## src/rtl/core_l1d_resp.sv

```systemverilog
// rtl/core_l1d_resp.sv - data-side L1 responder: core load/store to word-aligned byte-enabled bus
module core_l1d_resp #(
    parameter int unsigned TIMEOUT = 255
) (
    input  logic        clk,
    input  logic        rst,
    input  logic        l1d_val_in,
    input  logic        l1d_cop_in,
    input  logic [2:0]  l1d_size_in,
    input  logic [31:0] l1d_addr_in,
    input  logic [31:0] l1d_wdata_in,
    output logic        l1d_stall_out,
    output logic        l1d_ack_out,
    output logic        l1d_err_out,
    output logic [31:0] l1d_rdata_out,
    output logic        mem_req_out,
    output logic        mem_we_out,
    output logic [3:0]  mem_be_out,
    output logic [31:0] mem_addr_out,
    output logic [31:0] mem_wdata_out,
    input  logic        mem_ack_in,
    input  logic [31:0] mem_rdata_in
);

    typedef enum logic [1:0] {IDLE, REQ, RESP} state_t;

    state_t      state_q, state_d;
    logic [31:0] cnt_q;
    logic [1:0]  size_q;
    logic [1:0]  off_q;
    logic        cop_q;
    logic        mem_req_q, mem_we_q;
    logic [3:0]  mem_be_q;
    logic [31:0] mem_addr_q, mem_wdata_q;
    logic        err_q;
    logic [31:0] rdata_q;

    logic        size_ok, illegal, timeout_hit;
    logic [3:0]  be_d;
    logic [31:0] wdata_d, load_shift, load_fmt;

    assign size_ok = (l1d_size_in == 3'b001) || (l1d_size_in == 3'b010) || (l1d_size_in == 3'b100);
    assign illegal = !size_ok
                   || (l1d_size_in[1] && l1d_addr_in[0])
                   || (l1d_size_in[2] && (l1d_addr_in[1:0] != 2'b00));
    // cnt_q counts completed wait cycles, so this REQ cycle is number cnt_q+1
    assign timeout_hit = (TIMEOUT != 0) && ((cnt_q + 32'd1) == TIMEOUT);

    always_comb begin
        be_d    = 4'b1111;
        wdata_d = l1d_wdata_in;
        if (l1d_size_in[0]) begin
            be_d    = 4'b0001 << l1d_addr_in[1:0];
            wdata_d = {4{l1d_wdata_in[7:0]}};
        end else if (l1d_size_in[1]) begin
            be_d    = 4'b0011 << {l1d_addr_in[1], 1'b0};
            wdata_d = {2{l1d_wdata_in[15:0]}};
        end
    end

    // Lane-align and zero-extend; sign extension happens later in write-back
    assign load_shift = mem_rdata_in >> {off_q, 3'b000};
    assign load_fmt   = size_q[0] ? {24'b0, load_shift[7:0]}
                      : size_q[1] ? {16'b0, load_shift[15:0]}
                      : load_shift;

    always_comb begin
        state_d = state_q;
        case (state_q)
            IDLE: if (l1d_val_in) state_d = illegal ? RESP : REQ;
            REQ:  if (mem_ack_in || timeout_hit) state_d = RESP;
            RESP: state_d = IDLE;
            default: state_d = IDLE;
        endcase
    end

    always_ff @(posedge clk) begin
        if (rst) begin
            state_q     <= IDLE;
            cnt_q       <= '0;
            size_q      <= '0;
            off_q       <= '0;
            cop_q       <= 1'b0;
            mem_req_q   <= 1'b0;
            mem_we_q    <= 1'b0;
            mem_be_q    <= '0;
            mem_addr_q  <= '0;
            mem_wdata_q <= '0;
            err_q       <= 1'b0;
            rdata_q     <= '0;
        end else begin
            state_q <= state_d;
            case (state_q)
                IDLE: begin
                    if (l1d_val_in) begin
                        if (illegal) begin
                            err_q   <= 1'b1;
                            rdata_q <= '0;
                        end else begin
                            mem_req_q   <= 1'b1;
                            mem_we_q    <= l1d_cop_in;
                            mem_be_q    <= be_d;
                            mem_addr_q  <= {l1d_addr_in[31:2], 2'b00};
                            mem_wdata_q <= wdata_d;
                            size_q      <= l1d_size_in[1:0];
                            off_q       <= l1d_addr_in[1:0];
                            cop_q       <= l1d_cop_in;
                            err_q       <= 1'b0;
                        end
                    end
                end
                REQ: begin
                    if (mem_ack_in) begin
                        mem_req_q <= 1'b0;
                        err_q     <= 1'b0;
                        rdata_q   <= cop_q ? 32'd0 : load_fmt;
                    end else if (timeout_hit) begin
                        mem_req_q <= 1'b0;
                        err_q     <= 1'b1;
                        rdata_q   <= '0;
                    end else begin
                        cnt_q <= cnt_q + 32'd1;
                    end
                end
                default: begin
                    cnt_q   <= '0;
                    err_q   <= 1'b0;
                    rdata_q <= '0;
                end
            endcase
        end
    end

    assign l1d_stall_out = ((state_q == IDLE) && l1d_val_in) || (state_q == REQ);
    assign l1d_ack_out   = (state_q == RESP);
    assign l1d_err_out   = err_q;
    assign l1d_rdata_out = rdata_q;
    assign mem_req_out   = mem_req_q;
    assign mem_we_out    = mem_we_q;
    assign mem_be_out    = mem_be_q;
    assign mem_addr_out  = mem_addr_q;
    assign mem_wdata_out = mem_wdata_q;

endmodule

```

## config.mk

```make
export PLATFORM = sky130hd
export DESIGN_NAME = core_l1d_resp
export DESIGN_NICKNAME = d
export VERILOG_FILES = /design/src/rtl/core_l1d_resp.sv
export SDC_FILE = /design/constraint.sdc
export NUM_CORES = 1
export LEC_CHECK = 0
export BUFFER_PORTS_ARGS = -buffer_cell sky130_fd_sc_hd__buf_2
export CAP_MARGIN = 20
export CELL_PAD_IN_SITES_DETAIL_PLACEMENT = 1
export CELL_PAD_IN_SITES_GLOBAL_PLACEMENT = 2
export CORE_MARGIN = 3
export CORE_UTILIZATION = 32
export DETAILED_ROUTE_END_ITERATION = 10
export GPL_TIMING_DRIVEN = 0
export PLACE_DENSITY = 0.95
export SYNTH_ARGS = -nofsm -noshare
export SYNTH_HDL_FRONTEND = slang
export SYNTH_SLANG_ARGS = --single-unit
```

## constraint.sdc

```tcl
create_clock -name clk -period 4.9 [get_ports clk]
set_input_delay 0.98 -clock clk [delete_from_list [all_inputs] [get_ports clk]]
set_output_delay 0.98 -clock clk [all_outputs]
set_load 0.01 [all_outputs]
```

==> After elaboration in Yosys (flattened, before gate mapping) <==
Cells that the tools add are included.
{ "totals": {"elab_cells": 78, "output_inout_bits": 105, "register_bits": 139, "input_bits": 104} }
{ "op_classes": {"n_bitwise": 2, "add_sub_neg": 1, "n_reduce_logical": 19, "mux": 29, "n_eq_ne": 13, "shifts": 3} }
{ "ops": {"columns": ["cell", "count"], "rows": [
  ["32-bit two-way mux", 11],
  ["32-bit case mux with 2 select lines", 2],
  ["32-bit by 1-bit adder with 32-bit output, second input constant", 1],
  ["32-bit by 8-bit equality test with 1-bit output, second input constant", 1],
  ["32-bit by 5-bit right shift with 32-bit output", 1],
  ["2-bit inequality test, second input constant", 6],
  ["3-bit AND reduction", 3],
  ["1-bit two-way mux", 8],
  ["4-bit two-way mux", 2],
  ["1-bit logical OR", 6],
  ["2-bit two-way mux", 3],
  ["1-bit case mux with 2 select lines", 2],
  ["2-bit case mux with 2 select lines", 1],
  ["2-bit AND reduction", 2],
  ["4-bit AND reduction", 1],
  ["2-bit nonzero test", 2],
  ["1-bit by 2-bit << shifter with 4-bit output, first input constant", 1],
  ["2-bit by 2-bit << shifter with 4-bit output, first input constant", 1],
  ["3-bit by 1-bit equality test with 1-bit output, second input constant", 1],
  ["3-bit by 2-bit equality test with 1-bit output, second input constant", 1],
  ["3-bit equality test, second input constant", 1],
  ["1-bit logical AND", 3],
  ["3-bit inequality test, second input constant", 1],
  ["2-bit by 1-bit equality test with 1-bit output, second input constant", 1],
  ["other kinds (4)", 5]
]} }

==> Logic depth before layout (Yosys ltp) <==
Gate-level depths: netlist of run 1.
{ "logic_depth": {"depth_word": 9, "mapped_depth": 11, "depth_no_buf": 9} }

==> Worst setup path after synthesis of run 1 <==
Ideal clock, no wire load.
{ "synth_timing": {"path_type": "input to register", "from": "input port rst", "to": "register rdata_q[24] (netlist: l1d_rdata_out[24])", "n_path_buf": 2, "t_arrival_ps": 3052, "setup_slack_ps": 1779, "setup_time_ps": 69, "required_time_ps": 4831, "stages": 8, "cell_sequence": "clkbuf_1 nor4b_1 nor2b_1 clkbuf_1 nand2_1 nor2_1 nand2_1 o21ai_1"} }
{ "synth_lines": {"columns": ["element", "line_no", "rtl"], "rows": [
  ["start, declared", "6", "input logic rst,"],
  ["end signal, assigned", "116", "rdata_q <= cop_q ? 32'd0 : load_fmt;"],
  ["end, declared", "36", "logic [31:0] rdata_q;"]
]} }

==> Worst setup path in the final report of run 1 <==
{ "layout_timing": {"from": "register cnt_q[1]", "to": "register rdata_q[7] (netlist: l1d_rdata_out[7])"} }
{ "layout_between": {"elab_chain_cells": 4} }
{ "layout_rtl": {"columns": ["element", "line_no", "rtl"], "rows": [
  ["start, declared", "28", "logic [31:0] cnt_q;"],
  ["start signal, assigned", "122", "cnt_q <= cnt_q + 32'd1;"],
  ["32-bit by 1-bit adder with 32-bit output", "47", "assign timeout_hit = (TIMEOUT != 0) && ((cnt_q + 32'd1) == TIMEOUT);"],
  ["32-bit by 8-bit equality test with 1-bit output", "47", null],
  ["3-bit inequality test (no line)", null, null],
  ["3-bit AND reduction (no line)", null, null]
]} }
No other way between the ends.
A chain may end at the register's enable or synchronous reset.

==> summary.txt, run 1 <==
Clock tree
  – Hold-fix buffers, CTS: 0
  – Worst-Skew Late Latency: 0.42 ns
  – CTS H-tree depth: 4
  – Num Clock Sinks: 139
  – Post-CTS setup buffers: 0
  – TritonCTS clock tree: built
  – Buffer levels on the longest clock path: 2
  – CTS clock-pin slew for the worst setup and hold paths: 0.06 ns
  – Number of CTS-inserted buffers: 17
  – Root Buffer: clkbuf_16
  – CTS-repair resized insts: 0

Synth
  – Largest family of logic cells by synthesized area: simple AND/OR/NAND/NOR gates
  – Ys async rst share: 0%
  – Ranking of synthesized cells by area: dfxtp_1, nand2_1, a21oi_1
  – Post-synthesis register bit count: 139
  – Count of cell types in the netlist: 66
  – Syn Area/Cell: 8.03 µm²
  – Synth warn: 0
  – Mapped Cells: 880
  – Most frequent cell after synthesis: nand2_1
  – Register area share after synthesis: 39.4%
  – Synth Area in Compound Gates: 19.2%
  – Mux contribution to synthesized area: 4.97%
  – Post-synth EDFFs: 0
  – Post-Synthesis Cell Area: 7070 µm²
  – Top post-synthesis cells by count: nand2_1, dfxtp_1, a21oi_1
  – Synth Area in Adders: 0.354%
  – Largest area contributor in the synthesized netlist: dfxtp_1
  – Main synth FF type: dfxtp_1
  – Synth Area in Simple Gates: 27.6%
  – Synth Area in XOR/XNOR: 2.23%
  – Top-area cell type share of the netlist area: 39.4%

Timing
  – Setup tns final: 0 ns
  – Final Hold Vio Count: 0
  – Final Setup Violations: 0
  – Max-slew headroom at the worst pin: 36.2%
  – Max-slew violation count: 0
  – Skew final: 0.00811 ns
  – FMAX: 0.249 GHz
  – Fin crit share: 82.1%
  – Fin crit period: 4.02 ns
  – RSZ-0062 raised after global routing: no
  – Slew @ Worst Pin: 0.954 ns

Placement
  – DP Area: 8460 µm²
  – IO buf count: 205
  – Detail Placement HPWL: 20600 µm
  – Routability cong.: 0.904

Global routing
  – GRT Residual Overflow: 0
  – Vias in the first global route: 7746
  – Global-route wire length before repair: 42600 µm
  – Total GRT Usage: 22.4%
  – Largest net degree at the start of global routing: 17
  – Initial antenna violation count: 2

Final layout
  – Layout area overhead: 28.7%
  – Fill count: 2674
  – Fin nets: 1212
  – Post-route cell area: 9100 µm²
  – Fraction of layout cells with a size suffix above 1: 25.8%
  – Reg area: 2780 µm²
  – Area of the multi-input gates: 3860 µm²

Routing
  – Routed len/inst: 19.3 µm
  – Drt drc: 0
  – DR vias/cell: 5.35
  – Post-DRT Antenna Nets: 0
  – Post-Route WL: 27000 µm
  – Iteration-0 DRC Markers: 403
  – Via count: 7474
  – DR pass1 iterations: 5

Worst setup path
  – Worst reg-to-reg setup slack: 0.88 ns
  – Critical Path Fanout Max: 10
  – Setup CP Type: flip-flop to flip-flop
  – Crit-path cells: ha_1 -> nand2_1 -> or4_4 -> nor3_1 -> nand4_1 -> a21oi_1 -> nand4_4 -> a21oi_2 -> buf_4 -> o21ai_1
  – Family with the most delay on the worst path: simple AND/OR/NAND/NOR gates
  – Max stage delay cell, worst path: or4_4
  – Crit end category: flip-flop
  – CP arrival: 4.33 ns
  – Crit start category: flip-flop
  – Max incr delay on CP: 0.62 ns
  – CP bufs+invs: 1
  – WP data required: 5.20 ns

Die
  – Die area: 23900 µm²
  – Die height: 155 µm
  – Site row count: 53
  – Die width: 155 µm
  – # IOs: 209
  – Initial Util: 33.1%
  – Core area: 21400 µm²

Flow run
  – Max cap viols: 0

Pwr
  – P per Cell Area: 315 nW/µm²
  – Max VDD drop: 0.242 mV
  – Leakage: 3.60 nW

Worst hold path
  – HP Class: flip-flop to flip-flop

Outcome
  – Status: completed
cells by family (layout without fill, tap and decap cells):
logic type	count (synthesis)	after routing
AO/OA/AOI/OAI	212	212
XOR/XNOR	18	18
adder cells (fa/ha/maj)	2	2
buffers and inverters	89	327
flip-flops	139	139
multiplexers	34	34
other	1	4
AND/OR/NAND/NOR	385	385
stage by stage:
stage	hold slack, ns	utilization, %	setup WS [ns]	std cells	power [mW]
6_report	0.451	42.6	0.876	1396	2.87
5_1_grt	0.471	42.6	0.742	1395	2.98
4_1_cts	0.452	42.6	0.981	1394	2.89
3_5_place_dp	0.443	39.6	0.985	1362	1.49
3_3_place_gp	0.438	39.5	0.253	1361	1.48
2_1_floorplan	0.436	-	1.78	881	1.35
state kept, by name (all words and copies together) (netlist names):
register,flops
size_q,2
cnt_q,32
mem_wdata_out,32
mem_be_out,4
state_q,2
off_q,2
mem_req_out,1
l1d_err_out,1
mem_we_out,1
l1d_rdata_out,32
mem_addr_out,30
worst paths after layout:
kind / startpoint / endpoint / cells past startpoint
max: cnt_q[1]$_SDFFE_PP0P_ / l1d_rdata_out[7]$_SDFFE_PP0P_ / 10
min: mem_addr_out[12]$_SDFFE_PP0P_ / mem_addr_out[12]$_SDFFE_PP0P_ / 2
max reg2reg: cnt_q[1]$_SDFFE_PP0P_ / l1d_rdata_out[7]$_SDFFE_PP0P_ / 10
min reg2reg: mem_addr_out[12]$_SDFFE_PP0P_ / mem_addr_out[12]$_SDFFE_PP0P_ / 2
worst reg2reg max path: cells and delay by family (launching register included):
kind	cells	cell delay (ns)
and+or+nand+nor	5	1.95
AOI/OAI and AO/OA	3	0.84
DFF	1	0.48
adders and majority gates	1	0.36
buffers and inverters	1	0.28
metal layers:
layer  share of wire, %  global-route usage, %  up-vias
met5              0.048                      0        -
met4                2.4                   7.32        2
met3                6.4                   6.27       44
met2                 49                   37.7      227
met1                 43                   27.6     3623
li1                   -                      -     3578
power breakdown:
part           internal (mW)  leakage (nW)  switching, mW
Clock                  0.894         0.307          0.508
Combinational          0.109          2.17          0.185
Sequential              1.16          1.12         0.0150
Total                   2.16          3.60          0.708
area by class of cell:
cell class	count	area share [%]
antenna	2	0.0550
buffer	71	4.10
clock buffer	22	5.21
clock inverter	10	1.79
inverter	18	0.742
multi-input combinational	653	42.4
sequential	139	30.6
tap	275	3.78
timing repair buffer	206	11.4
cells in the final DEF, fill, tap and decap left out, types with 4 or more instances in the layout:
cell	synthesis	layout
buf_2	2	207
nand2_1	177	177
dfxtp_1	139	139
a21oi_1	66	66
clkbuf_1	48	50
nor2_1	49	49
o21ai_0	44	44
nand2b_1	38	38
mux2i_1	25	25
o21ai_1	24	24
nand3_1	18	18
nand4_1	18	18
inv_1	18	18
a311oi_1	17	17
clkbuf_16	0	17
nor3_1	15	15
nor4_1	12	12
buf_4	10	11
xnor2_1	10	10
o211ai_1	10	10
mux2_2	9	9
o32ai_1	9	9
a211oi_1	8	8
xor2_1	8	8
and2_1	7	7
or3_2	6	6
o41ai_1	5	5
nand4b_1	5	5
or3_1	5	5
clkbuf_8	2	5
and3_1	5	5
o311ai_0	4	4
a211o_1	4	4
nor2b_1	4	4
buf_1	4	4
bufinv_16	0	4
Power figures use the tool's default switching activity.
==> inputs of run 2 (changes only) <==
CORE_UTILIZATION = 29   (was 32)
PLACE_DENSITY = 0.9   (was 0.95)
clock period = 3.9 ns   (was 4.9 ns; I/O delays follow)
==> summary.txt, run 2 (same netlist as run 1, synthesis figures left out) <==
Clock tree
  – Hold-fix buffers, CTS: 0 (unchanged)
  – Buffer levels on the longest clock path: 2 (unchanged)
  – CTS clock-pin slew for the worst setup and hold paths: 0.06 ns (about the same)
  – Worst-Skew Late Latency: 0.43 ns (about the same)
  – Post-CTS setup buffers: 0 (unchanged)
  – Number of CTS-inserted buffers: 17 (unchanged)
  – CTS-repair resized insts: 0 (unchanged)
  – Root Buffer: clkbuf_16
  – CTS H-tree depth: 4 (unchanged)
  – Num Clock Sinks: 139 (unchanged)
  – TritonCTS clock tree: built

Worst setup path
  – Max stage delay cell, worst path: or4_4
  – R2r startpoint: cnt_q[1]$_SDFFE_PP0P_
  – Family with the most delay on the worst path: simple AND/OR/NAND/NOR gates
  – Setup CP Type: flip-flop to flip-flop
  – Critical Path Fanout Max: 10 (unchanged)
  – CP bufs+invs: 1 (unchanged)
  – Cells on worst reg2reg path: 10 (unchanged)
  – Max incr delay on CP: 0.63 ns (about the same)
  – Worst reg-to-reg setup slack: 0.16 ns (-0.72 ns)
  – R2R Path End: l1d_rdata_out[22]$_SDFFE_PP0P_
  – Crit-path cells: ha_1 -> nand2_1 -> or4_4 -> nor4_4 -> nand4b_1 -> a2111oi_4 -> nand4_4 -> a21oi_4 -> buf_4 -> o32ai_1
  – CP arrival: 4.03 ns (-0.30 ns)
  – Crit end category: flip-flop
  – Crit start category: flip-flop
  – WP data required: 4.19 ns (-1.01 ns)

Timing
  – Slew @ Worst Pin: 1.06 ns (+0.103 ns)
  – FMAX: 0.267 GHz (+7.5%)
  – RSZ-0062 raised after global routing: no
  – Final Setup Violations: 0 (unchanged)
  – Max-slew violation count: 0 (unchanged)
  – Fin crit period: 3.74 ns (-0.280 ns)
  – Max-slew headroom at the worst pin: 29.3% (-6.9 points)
  – Final WS setup: 0.156 ns (-0.720 ns)
  – Skew final: 0.00892 ns (+0.000809 ns)
  – Final Hold Vio Count: 0 (unchanged)
  – Fin crit share: 96.0% (+14 points)

Die
  – # IOs: 209 (unchanged)
  – Initial Util: 29.9% (-3.3 points)
  – Core area: 23700 µm² (+11%)
  – Die width: 162 µm (+4.8%)
  – Die area: 26300 µm² (+9.9%)
  – Site row count: 56 (+5.7%)
  – Die height: 162 µm (+4.8%)

Routing
  – Post-Route WL: 27200 µm (+0.96%)
  – Post-DRT Antenna Nets: 0 (unchanged)
  – Routed len/inst: 18.9 µm (-1.9%)
  – Drt drc: 0 (unchanged)
  – DR vias/cell: 5.18 (-3.2%)
  – DR pass1 iterations: 5 (unchanged)
  – Iteration-0 DRC Markers: 457 (+13%)
  – Via count: 7447 (-0.36%)

Flow run
  – Max cap viols: 0 (unchanged)

Pwr
  – Comb pwr share: 10.4% (+0.2 points)
  – Pint: 2.65 mW (+23%)
  – Clock group share of total power: 48.0% (-0.9 points)
  – Psw: 903 µW (+28%)
  – Total Power: 3.55 mW (+24%)
  – Sw Share: 25.4% (+0.74 points)
  – Sequential power share: 41.5% (+0.6 points)
  – P per Cell Area: 389 nW/µm² (+23%)
  – Leakage: 3.59 nW (-0.27%)
  – Max VDD drop: 0.292 mV (+21%)

Final layout
  – Layout area overhead: 29.2%
  – Area of the multi-input gates: 3880 µm² (+0.49%)
  – Util after Layout: 38.6% (-4.0 points)
  – Fraction of layout cells with a size suffix above 1: 25.9% (+0.11 points)
  – ANT cells: 0 (-2)
  – Fin nets: 1211 (-0.083%)
  – Most frequent cells in the layout: buf_2, nand2_1, dfxtp_1, a21oi_1, clkbuf_1
  – Fill count: 3014 (+13%)
  – Commonest non-fill, non-tap cell in the layout: buf_2
  – Post-Layout Cell Count: 1437 (+2.9%)
  – Reg area: 2780 µm² (unchanged)

Outcome
  – Status: completed

Global routing
  – Largest net degree at the start of global routing: 17 (unchanged)
  – Total GRT Usage: 20.8% (-1.6 points)
  – Global-route wire length before repair: 43200 µm (+1.3%)
  – GRT Residual Overflow: 0 (unchanged)
  – Vias in the first global route: 7679 (-0.86%)
  – Initial antenna violation count: 1 (-1)

Placement
  – DP Worst Slack: 0.112 ns (-0.873 ns)
  – Placed cell count: 1405 (+3.2%)
  – IO buf count: 205 (unchanged)
  – Detail Placement HPWL: 20800 µm (+0.85%)
  – Routability cong.: 0.928 (+2.7%)

Worst hold path
  – HP Class: flip-flop to flip-flop
  – End of the worst hold path: mem_addr_out[28]$_SDFFE_PP0P_
  – Hold Crit Start: mem_addr_out[28]$_SDFFE_PP0P_
  – Hold depth: 2 (unchanged)
## run 2: cell types whose count changed in the layout (fill, tap and decap cells not counted), sizes merged
| cell | change |
|---|---|
| clkinv | +2 |
| diode | -2 |
| buf | -1 |
| bufinv | -1 |
| clkinvlp | -1 |
## run 2: per-stage QoR
step,setup TNS (ns),area (µm²),hold slack [ns]
6_report,0,9140,0.449
3_5_place_dp,0,8510,0.443
4_1_cts,0,9120,0.452
2_1_floorplan,0,7070,0.436
5_1_grt,0,9140,0.476
3_3_place_gp,-2.84,8500,0.439
## run 2: worst max path at each step
stage	startpoint	to	slack [ns]	depth (start not counted)
6_report	cnt_q[1]$_SDFFE_PP0P_	l1d_rdata_out[22]$_SDFFE_PP0P_	0.16	10
3_5_place_dp	cnt_q[1]$_SDFFE_PP0P_	l1d_rdata_out[21]$_SDFFE_PP0P_	0.11	10
2_1_floorplan	cnt_q[1]$_SDFFE_PP0P_	cnt_q[5]$_SDFFE_PP0P_	0.82	11
3_3_place_gp	rst	l1d_rdata_out[26]$_SDFFE_PP0P_	-0.41	8
5_1_grt	cnt_q[1]$_SDFFE_PP0P_	l1d_rdata_out[23]$_SDFFE_PP0P_	0.02	10
4_1_cts	cnt_q[1]$_SDFFE_PP0P_	l1d_rdata_out[7]$_SDFFE_PP0P_	0.09	10
## run 2: final cells by class
cell class              count  share of cell area [%]
plain buffers              71                    4.08
clock inverters            10                    1.52
flip-flops and latches    139                    30.5
well taps                 319                    4.37
clock buffers              22                    5.19
multi-input cells         653                    42.4
repair buffers            205                    11.2
inverters                  18                   0.739
## run 2: layer usage
layer | global-route usage (%) | wire, µm | vias to the layer above | share of wire (%)
li1 | - | - | 3561 | -
met1 | 26.4 | 11900 | 3620 | 44
met2 | 34.6 | 12800 | 227 | 47
met3 | 5.87 | 1930 | 37 | 7.1
met4 | 5.62 | 507 | 2 | 1.9
met5 | 0 | 13 | - | 0.048
## run 2: power by group through the flow
| stage | clock network (mW) | logic [mW] | registers, mW |
|---|---|---|---|
| detailed placement | 0 | 0.370 | 1.51 |
| floorplan | 0 | 0.174 | 1.52 |
| CTS | 1.73 | 0.372 | 1.47 |
| global placement | 0 | 0.366 | 1.50 |
| global route | 1.80 | 0.409 | 1.48 |
| finish | 1.71 | 0.371 | 1.48 |
## run 2: worst register-to-register path, cell delays in order (launching register included)
cell and delay (ns):
dfxtp_1 0.48, ha_1 0.36, nand2_1 0.24, or4_4 0.63, nor4_4 0.25, nand4b_1 0.20, a2111oi_4 0.51, nand4_4 0.28
a21oi_4 0.33, buf_4 0.23, o32ai_1 0.09
==> inputs of run 3 (changes only) <==
CELL_PAD_IN_SITES_DETAIL_PLACEMENT = 0   (was 1)
CELL_PAD_IN_SITES_GLOBAL_PLACEMENT = 1   (was 2)
CORE_UTILIZATION = 35   (was 29)
PLACE_DENSITY = 0.87   (was 0.9)
==> summary.txt, run 3 (same netlist as run 1, synthesis figures left out) <==
Final layout
  – Area of the multi-input gates: 3860 µm² (-0.36%)
  – ANT cells: 0 (unchanged)
  – Fin nets: 1211 (unchanged)
  – Layout area overhead: 27.9%
  – Reg area: 2780 µm² (unchanged)
  – Most frequent cells in the layout: buf_2, nand2_1, dfxtp_1, a21oi_1, nor2_1
  – Post-route cell area: 9040 µm² (-1.1%)
  – Util after Layout: 46.0% (+7.4 points)
  – Fill count: 2009 (-33%)
  – Commonest non-fill, non-tap cell in the layout: buf_2
  – Fraction of layout cells with a size suffix above 1: 25.9% (-0.043 points)

Pwr
  – Total Power: 3.50 mW (-1.6%)
  – Clock group share of total power: 47.6% (-0.4 points)
  – Sw Share: 25.0% (-0.42 points)
  – Max VDD drop: 0.301 mV (+3.1%)
  – P per Cell Area: 387 nW/µm² (-0.53%)
  – Pint: 2.62 mW (-1.0%)
  – Sequential power share: 42.2% (+0.7 points)
  – Leakage: 3.58 nW (-0.43%)
  – Comb pwr share: 10.3% (about the same)
  – Psw: 874 µW (-3.2%)

Worst setup path
  – Critical Path Fanout Max: 10 (unchanged)
  – Crit end category: flip-flop
  – Crit start category: flip-flop
  – WP data required: 4.18 ns (about the same)
  – Worst reg-to-reg setup slack: 0.25 ns (+0.09 ns)
  – Setup CP Type: flip-flop to flip-flop
  – CP arrival: 3.94 ns (-0.09 ns)

Clock tree
  – Number of CTS-inserted buffers: 17 (unchanged)
  – Worst-Skew Late Latency: 0.42 ns (about the same)
  – Root Buffer: clkbuf_16
  – Post-CTS setup buffers: 0 (unchanged)
  – Num Clock Sinks: 139 (unchanged)
  – CTS H-tree depth: 4 (unchanged)
  – TritonCTS clock tree: built
  – Buffer levels on the longest clock path: 2 (unchanged)
  – CTS clock-pin slew for the worst setup and hold paths: 0.06 ns (about the same)

Routing
  – Routed len/inst: 17.5 µm (-7.9%)
  – Iteration-0 DRC Markers: 612 (+34%)
  – Post-Route WL: 24100 µm (-11%)
  – Post-DRT Antenna Nets: 0 (unchanged)
  – Uppermost layer routed: met5
  – Routed wl met2: 11500 µm (-11%)
  – Met1 wire length: 10500 µm (-12%)
  – DR vias/cell: 5.28 (+1.9%)
  – Met3 WL: 1700 µm (-12%)
  – DR pass1 iterations: 5 (unchanged)
  – Drt drc: 0 (unchanged)
  – Via count: 7295 (-2.0%)

Global routing
  – Total GRT Usage: 21.5% (+0.70 points)
  – Initial antenna violation count: 1 (unchanged)
  – Largest net degree at the start of global routing: 17 (unchanged)
  – Global-route wire length before repair: 37700 µm (-13%)
  – GRT Residual Overflow: 0 (unchanged)
  – Vias in the first global route: 7001 (-8.8%)

Placement
  – Routability cong.: 0.942 (+1.5%)
  – DP Area: 8440 µm² (-0.79%)
  – IO buf count: 205 (unchanged)
  – Detail Placement HPWL: 18400 µm (-12%)

Timing
  – Worst hold margin: 0.449 ns (-0.000149 ns)
  – Skew final: 0.00892 ns (-0.00000516 ns)
  – Fin crit period: 3.65 ns (-0.0914 ns)
  – Max-slew violation count: 0 (unchanged)
  – Slew @ Worst Pin: 0.976 ns (-0.0810 ns)
  – Fin crit share: 93.7% (-2.3 points)
  – Setup tns final: 0 ns (unchanged)
  – Max-slew headroom at the worst pin: 34.8% (+5.5 points)
  – Final Hold Vio Count: 0 (unchanged)
  – RSZ-0062 raised after global routing: no
  – Final Setup Violations: 0 (unchanged)
  – FMAX: 0.274 GHz (+2.5%)

Die
  – Initial Util: 36.0% (+6.1 points)
  – Die height: 148 µm (-8.6%)
  – # IOs: 209 (unchanged)
  – Site row count: 51 (-8.9%)
  – Core area: 19700 µm² (-17%)
  – Die area: 21900 µm² (-17%)
  – Die width: 148 µm (-8.6%)

Worst hold path
  – HP Class: flip-flop to flip-flop

Outcome
  – Status: completed

Flow run
  – Max cap viols: 0 (unchanged)
run 3: changes by cell type in the layout (fill, tap and decap cells not counted), sizes merged:
cell      change
clkbuf        -3
clkinvlp      +2
clkinv        -1
run 3: path summary, 6_finish.rpt:
kind / to / depth (start not counted) / startpoint
worst min-delay path: mem_addr_out[26]$_SDFFE_PP0P_ / 2 / mem_addr_out[26]$_SDFFE_PP0P_
worst max-delay path: l1d_rdata_out[23]$_SDFFE_PP0P_ / 10 / cnt_q[1]$_SDFFE_PP0P_
worst max register to register: l1d_rdata_out[23]$_SDFFE_PP0P_ / 10 / cnt_q[1]$_SDFFE_PP0P_
worst min register to register: mem_addr_out[26]$_SDFFE_PP0P_ / 2 / mem_addr_out[26]$_SDFFE_PP0P_
run 3: critical path, cell delays in order (launching register included):
cell,delay (ns)
dfxtp_1,0.47
ha_1,0.33
nand2_1,0.20
or4_4,0.62
nor4_4,0.25
nand4b_1,0.18
a2111oi_4,0.51
nand4_4,0.26
a21oi_2,0.35
buf_4,0.24
o32ai_1,0.09
run 3: layer usage:
| layer | global-route usage (%) | vias to the layer above |
|---|---|---|
| met2 | 35.2 | 291 |
| met4 | 6.47 | 2 |
| met3 | 4.88 | 30 |
| li1 | - | 3563 |
| met5 | 0 | - |
| met1 | 28.4 | 3409 |
run 3: power by group through the flow:
stage	sequential [mW]	clock [mW]	combinational [mW]
global route	1.48	1.74	0.396
finish	1.47	1.66	0.359
floorplan	1.52	0	0.174
global placement	1.50	0	0.357
detailed placement	1.50	0	0.358
CTS	1.47	1.69	0.359
run 3: cell type report:
| cell class | count | share of cell area, % |
|---|---|---|
| plain buffers | 71 | 4.12 |
| clock inverters | 11 | 1.61 |
| flip-flops and latches | 139 | 30.8 |
| inverters | 18 | 0.747 |
| clock buffers | 19 | 5.01 |
| multi-input cells | 653 | 42.7 |
| well taps | 265 | 3.67 |
| repair buffers | 205 | 11.3 |
run 3: stage by stage:
stage	instances	worst slack, ns
after floorplan	881	0.817
final	1381	0.247
after global routing	1381	0.0397
after global placement	1351	-0.337
after CTS	1381	0.199
after detailed placement	1351	0.230
run 3: what timing repair did:
action                                  CTS  global route
endpoints found under the setup margin    0            30
hold buffers                              0             0
resized for setup                         0             1
